**src/rtl/sine_pwm_pkg.sv**
```systemverilog
// Shared definitions for the sine-modulated PWM sequencer.
//   - state_t     : sequencer FSM encoding (IDLE / RUN / DRAIN)
//   - *_DEF       : default parameter values used by sine_pwm_seq
package sine_pwm_pkg;

    localparam int PERIOD_DEF  = 1000;
    localparam int PHASE_W_DEF = 16;
    localparam int ADDR_W_DEF  = 10;
    localparam int WIDTH_W_DEF = 32;

    typedef enum logic [1:0] {
        ST_IDLE  = 2'd0,
        ST_RUN   = 2'd1,
        ST_DRAIN = 2'd2
    } state_t;

endpackage

```
**src/rtl/pwm_period_cnt.sv**
```systemverilog
// PWM period counter.
//   clk, rst_n : clock, asynchronous active-low reset
//   en         : count enable; while low the counter is held at 0
//   pcnt       : position within the period, 0 .. PERIOD-1
//   tick       : high on the last cycle of each period (enabled only)
module pwm_period_cnt #(
    parameter int PERIOD = 1000,
    parameter int CNT_W  = $clog2(PERIOD)
) (
    input  logic             clk,
    input  logic             rst_n,
    input  logic             en,
    output logic [CNT_W-1:0] pcnt,
    output logic             tick
);
    localparam logic [CNT_W-1:0] LAST = CNT_W'(PERIOD - 1);

    assign tick = en && (pcnt == LAST);

    // NOTE: sequential state is written with non-blocking assignments so every
    // register samples the pre-edge values of its neighbours.
    always_ff @(posedge clk or negedge rst_n) begin
        if (!rst_n) begin
            pcnt <= '0;
        end else if (!en || tick) begin
            pcnt <= '0;
        end else begin
            pcnt <= pcnt + 1'b1;
        end
    end

endmodule

```
**src/rtl/sine_pwm_seq.sv**
```systemverilog
// Sine-modulated PWM sequencer.
// Once per PWM period a duty width is fetched from an external sample table
// addressed by the top bits of a phase accumulator; the width is presented to
// a PWM comparator and held for a full period. The phase advances by a
// configurable step at every period boundary.
//   clk, rst_n       : clock, asynchronous active-low reset
//   start / stop     : single-cycle pulses; stop finishes the current period
//   cfg_valid/_ready : phase-step handshake, cfg_step is the new increment
//   samp_addr/_rd    : table address and read strobe (data 1 cycle later)
//   samp_data        : table data, duty width in clk cycles
//   width            : duty width for the comparator
//   period_tick      : last cycle of each period
//   busy             : sequencer in RUN or DRAIN
module sine_pwm_seq
    import sine_pwm_pkg::*;
#(
    parameter int          PERIOD   = PERIOD_DEF,
    parameter int          PHASE_W  = PHASE_W_DEF,
    parameter int          ADDR_W   = ADDR_W_DEF,
    parameter int          WIDTH_W  = WIDTH_W_DEF,
    parameter int unsigned STEP_RST = 1
) (
    input  logic               clk,
    input  logic               rst_n,
    input  logic               start,
    input  logic               stop,
    input  logic               cfg_valid,
    input  logic [PHASE_W-1:0] cfg_step,
    output logic               cfg_ready,
    output logic [ADDR_W-1:0]  samp_addr,
    output logic               samp_rd,
    input  logic [WIDTH_W-1:0] samp_data,
    output logic [WIDTH_W-1:0] width,
    output logic               period_tick,
    output logic               busy
);
    localparam int                 CNT_W     = $clog2(PERIOD);
    // Reading at PERIOD-3 leaves one cycle for the table and one for the
    // clamp register before the boundary at PERIOD-1.
    localparam logic [CNT_W-1:0]   RD_CNT    = CNT_W'(PERIOD - 3);
    localparam logic [WIDTH_W-1:0] WIDTH_MAX = WIDTH_W'(PERIOD);

    state_t               state;
    state_t               next_state;
    logic [CNT_W-1:0]     pcnt;
    logic [PHASE_W-1:0]   phase;
    logic [PHASE_W-1:0]   step;
    logic [PHASE_W-1:0]   cfg_buf;
    logic                 cfg_pend;
    logic [ADDR_W-1:0]    addr_q;
    logic                 rd_d;
    logic [WIDTH_W-1:0]   width_nxt;

    pwm_period_cnt #(
        .PERIOD (PERIOD),
        .CNT_W  (CNT_W)
    ) u_period_cnt (
        .clk  (clk),
        .rst_n(rst_n),
        .en   (busy),
        .pcnt (pcnt),
        .tick (period_tick)
    );

    assign busy      = (state != ST_IDLE);
    assign cfg_ready = !cfg_pend;
    assign samp_rd   = (state == ST_RUN) && (pcnt == RD_CNT);
    // The address follows the phase only while reading; otherwise the last
    // issued address is held for the table.
    assign samp_addr = samp_rd ? phase[PHASE_W-1 -: ADDR_W] : addr_q;

    // NOTE: every variable driven here gets a default first, so no path can
    // leave it unassigned and infer a latch.
    always_comb begin
        next_state = state;
        unique case (state)
            ST_IDLE:  if (start && !stop) next_state = ST_RUN;
            ST_RUN:   if (stop)           next_state = ST_DRAIN;
            ST_DRAIN: if (period_tick)    next_state = ST_IDLE;
            default:                      next_state = ST_IDLE;
        endcase
    end

    always_ff @(posedge clk or negedge rst_n) begin
        if (!rst_n) begin
            state <= ST_IDLE;
        end else begin
            state <= next_state;
        end
    end

    // Sample fetch: remember the issued address and clamp the returned width
    // to the period so the comparator can never be asked for more than 100 %.
    always_ff @(posedge clk or negedge rst_n) begin
        if (!rst_n) begin
            addr_q    <= '0;
            rd_d      <= 1'b0;
            width_nxt <= '0;
        end else begin
            rd_d <= samp_rd;
            if (samp_rd) begin
                addr_q <= samp_addr;
            end
            if (rd_d) begin
                width_nxt <= (samp_data > WIDTH_MAX) ? WIDTH_MAX : samp_data;
            end
        end
    end

    // Period boundary: RUN publishes the fetched width and advances the phase;
    // DRAIN zeroes the output and leaves the phase where it stopped.
    always_ff @(posedge clk or negedge rst_n) begin
        if (!rst_n) begin
            width <= '0;
            phase <= '0;
        end else if (period_tick) begin
            if (state == ST_RUN) begin
                width <= width_nxt;
                phase <= phase + step;
            end else begin
                width <= '0;
            end
        end
    end

    // Config buffer. While sequencing, a new step is swapped in on the tick,
    // so that tick's phase update still uses the old step.
    always_ff @(posedge clk or negedge rst_n) begin
        if (!rst_n) begin
            step     <= PHASE_W'(STEP_RST);
            cfg_buf  <= '0;
            cfg_pend <= 1'b0;
        end else if (cfg_pend) begin
            if ((state == ST_IDLE) || period_tick) begin
                step     <= cfg_buf;
                cfg_pend <= 1'b0;
            end
        end else if (cfg_valid) begin
            cfg_buf  <= cfg_step;
            cfg_pend <= 1'b1;
        end
    end

endmodule
```
**config.mk**
```make
export PLATFORM = sky130hd
export DESIGN_NAME = sine_pwm_seq
export DESIGN_NICKNAME = d
export VERILOG_FILES = /design/src/rtl/sine_pwm_pkg.sv /design/src/rtl/pwm_period_cnt.sv /design/src/rtl/sine_pwm_seq.sv
export SDC_FILE = /design/constraint.sdc
export NUM_CORES = 1
export LEC_CHECK = 0
export BUFFER_PORTS_ARGS = -buffer_cell sky130_fd_sc_hd__buf_4
export CAP_MARGIN = 20
export CORE_AREA = 5 5 102 128
export DETAILED_ROUTE_END_ITERATION = 6
export DIE_AREA = 0 0 107 133
export PLACE_DENSITY = 0.72
export SLEW_MARGIN = 20
export SYNTH_ARGS = -nofsm -noshare
export SYNTH_HDL_FRONTEND = slang
export SYNTH_SLANG_ARGS = --single-unit
```
**constraint.sdc**
```tcl
create_clock -name clk -period 2.4 [get_ports clk]
set_input_delay 0.24 -clock clk [delete_from_list [all_inputs] [get_ports clk]]
set_output_delay 0.24 -clock clk [all_outputs]
set_load 0.05 [all_outputs]
```
==> results.py <==
metrics = {
    "clocking": {
        "clock_path_buffers": 2,
        "cts_buffers": 17,
        "cts.clk_slew.worst_paths_ns": 0.06,
        "cts.sinks": 136,
        "htreeDepth": 4,
        "clk_latency_ns": 0.43,
        "cts_tree": "done",
        "clockRootBuffer": "clkbuf_16",
    },
    "worst_setup_path": {
        "crit_slowest_cell": "dfrtp_1",
        "crit_chain": "nand4bb_1 -> nor2_2 -> and3_4 -> buf_12 -> mux2_2 -> buf_4",
        "cp.required_ns": 2.16,
        "end_kind": "output port",
        "cp-start-kind": "flip-flop",
        "slowest_delay_ns": 0.40,
        "r2r_cells": 8,
        "cp.arrival_ns": 2.07,
        "cp_max_fo": 10,
        "critPathKind": "flip-flop to output port",
    },
    "synthesis": {
        "synth_ff_type": "dfrtp_1",
        "syn_nets": 541,
        "synth-edff-count": 0,
        "syn_inst": 470,
        "synth_area_um2": 5820,
        "synth_warnings": 0,
        "synth-async-reset-ratio_pct": 100,
        "synth_seq_cells": 136,
        "synthDistinctLibCells": 51,
        "synth.avg_cell_area_um2": 12.4,
        "ys_seq_area_share_pct": 58.5,
    },
    "route": {
        "remaining_drc_errors": 0,
        "drtIter0Drc": 160,
        "antenna_left": 0,
        "vias": 4053,
        "routedWlPerCell_um": 16.8,
        "drtPass1Iterations": 4,
        "viasPerCell": 5.47,
        "totalWireLength_um": 12500,
    },
    "placed_design": {
        "place_hpwl_um": 8380,
        "place_inst": 703,
        "port-buffer-count": 98,
        "place_congestion": 0.847,
        "dpl_cell_area_um2": 6760,
        "dp_slack_ns": 0.0771,
    },
    "timing": {
        "final_hold_viol_count": 0,
        "post-route-min-period_ns": 2.31,
        "post-route-period-util_pct": 96.4,
        "tightest_slew_ns": 0.571,
        "fmax_mhz": 432,
        "slew_headroom_pct": 61.8,
        "setup_viol": 0,
        "drv_slew": 0,
        "post-route-worst-setup-slack_ns": 0.0871,
        "clock_skew_ns": 0.00899,
    },
    "grt": {
        "grt_use_total_pct": 18.3,
        "grt_pass1_wl_um": 20600,
        "gr-total-overflow": 0,
        "antenna_found_initial": 0,
        "grt_max_degree": 46,
        "first_global_vias": 4293,
    },
    "layout": {
        "fill_cells": 910,
        "antenna_cells": 0,
        "syn2layout_area_growth_pct": 28.5,
        "nets": 658,
        "final_common_cell": "dfrtp_1",
        "final_util_pct": 63.3,
        "layout.cells.non_filler": 741,
        "final_area_um2": 7490,
        "drive_gt1_share_pct": 35.2,
        "mostFrequentLayoutCells": "dfrtp_1 (135), buf_4 (104), mux2_2 (53)",
    },
    "floorplan": {
        "die_x_um": 107,
        "dieArea_um2": 14200,
        "die_h_um": 133,
        "start_util_pct": 49.3,
        "io_pins": 99,
        "core_um2": 11800,
        "row_count": 45,
    },
    "hold_path": {
        "hp-class": "primary input to flip-flop",
        "min_path_cells": 2,
    },
    "power_and_ir_drop": {
        "power.density_nw_per_um2": 909,
        "p_leak_nw": 3.70,
        "ir_drop_mv": 0.548,
    },
    "outcome": {
        "status": "finished, final reports clean",
    },
    "run": {
        "cap_violations": 0,
    },
}
-- layer usage --
metal  part of all wire, %  vias up  global-route usage, %  routed length, um
met2                    51      122                   31.3               6420
met4                  0.87        0                   5.90                108
met3                   7.0       11                   6.25                874
li1                      -     1910                      -                  -
met1                    41     2010                   21.5               5070
met5                     0        -                      0                  0
-- synthesized netlist by cell type, types with 8 or more instances --
| library cell | count | area (um2) |
|---|---|---|
| a22o_1 | 28 | 245 |
| a21oi_1 | 10 | 50.1 |
| ha_1 | 17 | 213 |
| mux2_2 | 53 | 597 |
| nand2_1 | 39 | 146 |
| inv_1 | 12 | 45.0 |
| o21ai_0 | 24 | 120 |
| xnor2_1 | 11 | 96.3 |
| nor2_1 | 20 | 75.1 |
| nand3_1 | 8 | 40.0 |
| nor2b_1 | 26 | 163 |
| xor2_1 | 10 | 87.6 |
| clkbuf_1 | 13 | 48.8 |
| dfrtp_1 | 135 | 3380 |
-- state kept, by name, summed over array words and instances, names as in the netlist --
signal / flops
step: 16
addr_q: 10
u_period_cnt.pcnt: 10
cfg_pend: 1
width: 32
phase: 16
state: 2
cfg_buf: 16
rd_d: 1
width_nxt: 32
-- layout make-up --
class	instances	area (um2)	area share, %
sequential	136	3400	45.5
multi-input combinational	304	2300	30.8
timing repair buffer	116	945	12.6
clock buffer	17	425	5.68
clock inverter	15	188	2.51
tap	141	176	2.36
inverter	12	45.0	0.602
-- per-stage QoR --
stage / power (W) / hold WS, ns / setup TNS [ns]
after floorplan: 0.00379 / -0.0556 / 0
after global placement: 0.00410 / 0.259 / 0
after detailed placement: 0.00416 / 0.270 / 0
after CTS: 0.00688 / 0.0273 / 0
after global routing: 0.00715 / 0.0311 / -0.0591
final: 0.00680 / 0.0388 / 0
-- power by group --
part / internal (W) / total [W] / switching, W
combinational: 0.000642 / 0.00129 / 0.000651
sequential: 0.00262 / 0.00284 / 0.000213
clock: 0.00158 / 0.00267 / 0.00110
total: 0.00484 / 0.00680 / 0.00196
-- critical path, delay by kind of cell (launching register included) --
kind	cells	cell delay [ns]
buf+inv	2	0.33
flops	1	0.40
mux	1	0.33
simple gates	3	0.58
-- path summary, 6_finish.rpt --
| path | startpoint | to | slack [ns] |
|---|---|---|---|
| max in group asynchronous | rst_n | step[0] | 1.36 |
| min in group asynchronous | rst_n | state[0] | 0.34 |
| worst max-delay path | u_period_cnt.pcnt[4] | samp_addr[8] | 0.09 |
| worst min-delay path | samp_data[7] | width_nxt[7] | 0.04 |
| worst max register to register | phase[0] | phase[12] | 0.10 |
| worst min register to register | width_nxt[28] | width[28] | 0.48 |
-- cell families after synthesis --
family	after synthesis	synth area share [%]
buf+inv	30	2.13
simple gates	121	10.7
compound gates	91	11.4
mux	53	10.2
xor+xnor	21	3.16
flops	136	58.5
fa+ha+maj	18	4.00
-- what timing repair did --
action | CTS | global route
setup buffers | 0 | 3
endpoints found under the setup margin | 10 | 11
gates cloned | 0 | 1
pin swaps | 0 | 4
hold buffers | 2 | 0
resized for setup | 4 | 8
endpoints found under the hold margin | 40 | 0
Note: power is estimated with default switching activity, not from simulation.
